### src/rtl/wlogic_prog.sv
// Write-side controller for the async FIFO: binary/Gray write pointers, read-pointer
// synchroniser, and registered full, almost-full, level and sticky overflow flags.
module wlogic_prog #(
    parameter int AWIDTH      = 4,
    parameter int SYNC_STAGES = 2
) (
    input  logic              wclk,
    input  logic              rst,
    input  logic              wdv,
    input  logic [AWIDTH:0]   rgray,
    input  logic [AWIDTH:0]   afull_thresh,
    input  logic              ovf_clr,
    output logic [AWIDTH:0]   wgray,
    output logic [AWIDTH-1:0] waddr,
    output logic              wen,
    output logic              wfull,
    output logic              wafull,
    output logic [AWIDTH:0]   wlevel,
    output logic              woverflow
);
    localparam int PW = AWIDTH + 1;
    localparam logic [PW-1:0] FULL_LVL = {1'b1, {AWIDTH{1'b0}}};

    function automatic logic [PW-1:0] bin2gray(input logic [PW-1:0] b);
        return b ^ (b >> 1);
    endfunction

    function automatic logic [PW-1:0] gray2bin(input logic [PW-1:0] g);
        logic [PW-1:0] b;
        b[PW-1] = g[PW-1];
        for (int i = PW - 2; i >= 0; i--) begin
            b[i] = b[i+1] ^ g[i];
        end
        return b;
    endfunction

    logic [PW-1:0] rgray_p [SYNC_STAGES];
    logic [PW-1:0] rsync;
    logic [PW-1:0] rbin;
    logic [PW-1:0] wbin;
    logic [PW-1:0] wbin_next;
    logic [PW-1:0] lvl_next;

    // Read-pointer synchroniser: rgray is asynchronous, only Gray code may cross here
    always_ff @(posedge wclk) begin
        if (rst) begin
            for (int i = 0; i < SYNC_STAGES; i++) begin
                rgray_p[i] <= '0;
            end
        end else begin
            rgray_p[0] <= rgray;
            for (int i = 1; i < SYNC_STAGES; i++) begin
                rgray_p[i] <= rgray_p[i-1];
            end
        end
    end

    assign rsync     = rgray_p[SYNC_STAGES-1];
    assign rbin      = gray2bin(rsync);

    // Gating with the registered wfull means an accepted write can never overrun the buffer
    assign wen       = wdv & ~wfull;
    assign wbin_next = wbin + PW'(wen);
    assign lvl_next  = wbin_next - rbin;
    assign waddr     = wbin[AWIDTH-1:0];

    // Pointer and flag registers, all computed from the post-write pointer
    always_ff @(posedge wclk) begin
        if (rst) begin
            wbin      <= '0;
            wgray     <= '0;
            wlevel    <= '0;
            wfull     <= 1'b0;
            wafull    <= 1'b0;
            woverflow <= 1'b0;
        end else begin
            wbin      <= wbin_next;
            wgray     <= bin2gray(wbin_next);
            wlevel    <= lvl_next;
            wfull     <= (lvl_next == FULL_LVL);
            wafull    <= (lvl_next >= afull_thresh);
            woverflow <= (wdv & wfull) | (woverflow & ~ovf_clr);
        end
    end

endmodule

### config.mk
export PLATFORM = sky130hd
export DESIGN_NAME = wlogic_prog
export DESIGN_NICKNAME = d
export VERILOG_FILES = /design/src/rtl/wlogic_prog.sv
export SDC_FILE = /design/constraint.sdc
export NUM_CORES = 1
export LEC_CHECK = 0
export BUFFER_PORTS_ARGS = -buffer_cell sky130_fd_sc_hd__buf_2
export CORE_MARGIN = 4
export CORE_UTILIZATION = 50
export DETAILED_ROUTE_END_ITERATION = 10
export GPL_TIMING_DRIVEN = 0
export PLACE_DENSITY = 0.88
export SYNTH_ARGS = -nofsm -noshare
export SYNTH_HDL_FRONTEND = slang
export SYNTH_SLANG_ARGS = --single-unit
### constraint.sdc
create_clock -name wclk -period 3.7 [get_ports wclk]
set_input_delay 0.37 -clock wclk [delete_from_list [all_inputs] [get_ports wclk]]
set_output_delay 0.37 -clock wclk [all_outputs]
set_load 0.01 [all_outputs]
==> impl_metrics.yaml <==
floorplanning:
  floorplan.core_area_mm2: 0.00221
  floorplan.die.width_um: 56.3
  fp.dieH_um: 56.3
  floorplan.io_pins: 32
  floorplan.initialDensity_pct: 52.7
  fp.dieArea_mm2: 0.00317
  number_of_cell_rows: 17
cells_and_area:
  final_layout_size_suffix_gt1_share_pct: 26.3
  fillers: 195
  layout.cell_area.non_filler_mm2: 0.00139
  syn_to_final_growth_pct: 18.9
  final_net_count: 179
  antenna_cells_inserted: 0
routing:
  post-route-drc-count: 0
  detailedRoute.firstPassIterationCount: 4
  routed_via_density: 4.74
  vias: 853
  ant_nets: 0
  first_iter_violations: 8
  detail_route.wl_per_cell_um: 11.7
  drt_wl_total_um: 2110
synthesis:
  post-synth-top-count-cell: "sky130_fd_sc_hd__dfxtp_1"
  synth_compound_gate_area_share_pct: 3.43
  synth_simple_gate_area_share_pct: 18.0
  cell_variety_after_synth: 22
  syn-instance-count: 117
  postSynth.topFlopCell: "sky130_fd_sc_hd__dfxtp_1"
  synth_top_family_by_area: "simple AND/OR/NAND/NOR gates"
  yosysTopAreaCell: "sky130_fd_sc_hd__dfxtp_1"
  synth_xor_xnor_area_share_pct: 13.8
  synth.mux.area_fraction_pct: 0
  synth.avg_cell_area_um2: 9.97
  synth_common_cells: "sky130_fd_sc_hd__dfxtp_1 (27), sky130_fd_sc_hd__nor2_1 (18), sky130_fd_sc_hd__inv_1 (13), sky130_fd_sc_hd__nor2b_1 (13), sky130_fd_sc_hd__ha_1 (11)"
  synth_fa_ha_area_share_pct: 13.5
  yosysTopAreaCellShare_pct: 46.4
  postSynthRegisterBits: 27
  post_syn_area_mm2: 0.00117
  count_of_warnings_emitted_by_yosys: 0
  synthTopCellsByArea: "sky130_fd_sc_hd__dfxtp_1 (46%), sky130_fd_sc_hd__ha_1 (12%), sky130_fd_sc_hd__nor2b_1 (7.0%), sky130_fd_sc_hd__nor2_1 (5.8%), sky130_fd_sc_hd__xnor2_1 (5.3%)"
  ys_seq_area_share_pct: 46.4
  postSynth.asyncResetShare_pct: 0
  synth-edff-count: 0
  nets_in_the_synthesized_netlist: 143
sta:
  hold_viol: 0
  rsz_0062_raised_after_global_routing: "no"
  final.period_utilization_pct: 87.8
  fmax_mhz: 308
  timing.clock.skew_ps: 6.87
  post-route-min-period_ps: 3250
  worst-slew-pin-transition_ps: 525
  final-setup-viol-count: 0
  max_slew_margin_pct: 64.7
  fin_setup_tns_ps: 0
  drv_slew: 0
global_routing:
  grt_antenna_before_repair: 0
  grt_first_pass_wirelength_um: 3500
  largest_net_degree_at_the_start_of_global_routing: 17
  global_route.overflow_total: 0
  via_count_of_the_first_global_routing_pass: 864
  grt_util_all_layers_pct: 13.9
clock_tree:
  cts_hold_repair.buffers: 0
  cts_root_buf: "sky130_fd_sc_hd__clkbuf_4"
  cts.repair_timing.setup_buffer_count: 0
  cts_tree: "yes"
  cts_resized: 0
  numCtsBuffers: 3
  clk_path_buf_depth: 2
  clkSinkCount: 27
  htree_levels: 1
  clkSlewWorstSetupHoldPaths_ps: 150
  worstSkewPairLatency_ps: 330
flow_run:
  timing.max_cap.violations: 0
worst_setup_path:
  regToRegStartpoint: "rgray_p[0][9]"
  critical_path_arrival_ps: 3500
  critical_path.max_fanout: 3
  worst-r2r-cell-count: 14
  crit_required_ps: 3950
  worst_r2r_endpoint: "wafull"
  setup.worst_path.start: "rgray_p[0][9]"
  critical_path.endpoint: "wafull"
  timing.setup.critical_path_class: "register to register"
  end_kind: "register"
  reg2reg_setup_slack_ps: 450
  worstPathCellList: "xnor2_2 > xor2_2 > xor2_2 > xnor2_1 > ha_1 > fa_1 > nand2b_1 > a21oi_1 > xor2_1 > xnor2_1 > inv_1 > ha_1 > nor2_1 > a211oi_1"
  delay_of_the_slowest_critical_path_stage_ps: 410
  crit_slowest_cell: "sky130_fd_sc_hd__fa_1"
  setup.worst_path.start_class: "register"
pwr:
  clkPwrFrac_pct: 19.2
  intPower_mw: 0.462
  power_leakage_nw: 0.698
  switching_share_pct: 32.3
  comb_power_share_pct: 32.0
  pwr_density_cell_mw_per_mm2: 492
  power.share.sequential_pct: 48.8
  max-vdd-ir-drop_mv: 0.282
  netSwitchingPower_mw: 0.221
outcome:
  run_status: "finished, final reports clean"
placement:
  gp_congestion: 0.787
  hpwl_after_detailed_placement_um: 1750
  port-buffer-count: 31
  postPlaceCellArea_mm2: 0.00136
min_path:
  worst_hold_path_type: "input pin to register"
sequential cells by signal (all words and copies together) (netlist names):
name / cells
rgray_p: 10
wgray: 5
wlevel: 5
wbin: 4
wafull: 1
wfull: 1
woverflow: 1
kinds of logic (layout without fill, tap and decap cells):
kind of cell,after synthesis,after routing
xor gates and xnor gates,15,15
DFF,27,27
AOI/OAI and AO/OA,7,7
adders and majority gates,12,12
buffers and inverters,15,50
and+or+nand+nor,41,41
worst min-delay path by stage:
| stage | startpoint | to | slack, ps | cells past startpoint |
|---|---|---|---|---|
| 5_1_grt | rgray[3] | rgray_p[0][3] | 250 | 2 |
| 2_1_floorplan | rgray_p[0][0] | rgray_p[0][5] | 410 | 1 |
| 4_1_cts | rgray[0] | rgray_p[0][0] | 230 | 2 |
| 6_report | rgray[0] | rgray_p[0][0] | 240 | 2 |
| 3_5_place_dp | rgray_p[0][3] | rgray_p[0][8] | 430 | 1 |
| 3_3_place_gp | rgray_p[0][3] | rgray_p[0][8] | 420 | 1 |
worst max-delay path: cells and delay by family, from the launching register on:
kind	cells	cell delay [ps]
XOR/XNOR	6	1230
buffers and inverters	1	90
flip-flops	1	370
adder cells (fa/ha/maj)	3	910
AO/OA/AOI/OAI	2	370
AND/OR/NAND/NOR	2	210
power groups by stage:
stage | Clock (mW) | Sequential, mW | Combinational, mW
finish | 0.131 | 0.333 | 0.218
global route | 0.144 | 0.337 | 0.246
CTS | 0.137 | 0.333 | 0.221
detailed placement | 0 | 0.340 | 0.220
global placement | 0 | 0.338 | 0.207
floorplan | 0 | 0.353 | 0.137
metal layers:
| metal | vias to the layer above | track usage [%] | part of all wire, % |
|---|---|---|---|
| li1 | 429 | - | - |
| met1 | 396 | 14.7 | 38 |
| met2 | 23 | 27.0 | 54 |
| met3 | 5 | 1.84 | 6.0 |
| met4 | 0 | 6.10 | 2.0 |
| met5 | - | 0 | 0 |
placed cells by master (no fill, tap or decap), types with 2 or more instances in the layout:
| cell type | instances |
|---|---|
| sky130_fd_sc_hd__clkbuf_4 | 3 |
| sky130_fd_sc_hd__nor2_1 | 18 |
| sky130_fd_sc_hd__nand2_1 | 2 |
| sky130_fd_sc_hd__ha_1 | 11 |
| sky130_fd_sc_hd__xnor2_1 | 7 |
| sky130_fd_sc_hd__xor2_1 | 4 |
| sky130_fd_sc_hd__nand2b_1 | 3 |
| sky130_fd_sc_hd__buf_2 | 31 |
| sky130_fd_sc_hd__xor2_2 | 3 |
| sky130_fd_sc_hd__nor2b_1 | 13 |
| sky130_fd_sc_hd__clkbuf_1 | 2 |
| sky130_fd_sc_hd__dfxtp_1 | 27 |
| sky130_fd_sc_hd__inv_1 | 13 |
| sky130_fd_sc_hd__a21oi_1 | 4 |
metrics by stage:
stage	worst slack (ps)	utilization [%]	hold slack, ps	total power, mW	cells
2_1_floorplan	823	-	414	0.490	117
3_3_place_gp	619	61.3	418	0.544	176
3_5_place_dp	471	61.3	433	0.560	176
4_1_cts	426	62.7	231	0.692	180
5_1_grt	209	62.7	247	0.727	180
6_report	451	62.7	235	0.683	180
area by class of cell:
cell class / count / area (µm²) / share of cell area, %
multi-input combinational: 75 / 569 / 41.1
inverter: 13 / 48.8 / 3.52
clock inverter: 1 / 7.51 / 0.542
tap: 28 / 35.0 / 2.53
buffer: 2 / 7.51 / 0.542
clock buffer: 3 / 22.5 / 1.62
timing repair buffer: 31 / 155 / 11.2
sequential: 27 / 541 / 39.0
Power figures use the tool's default switching activity.
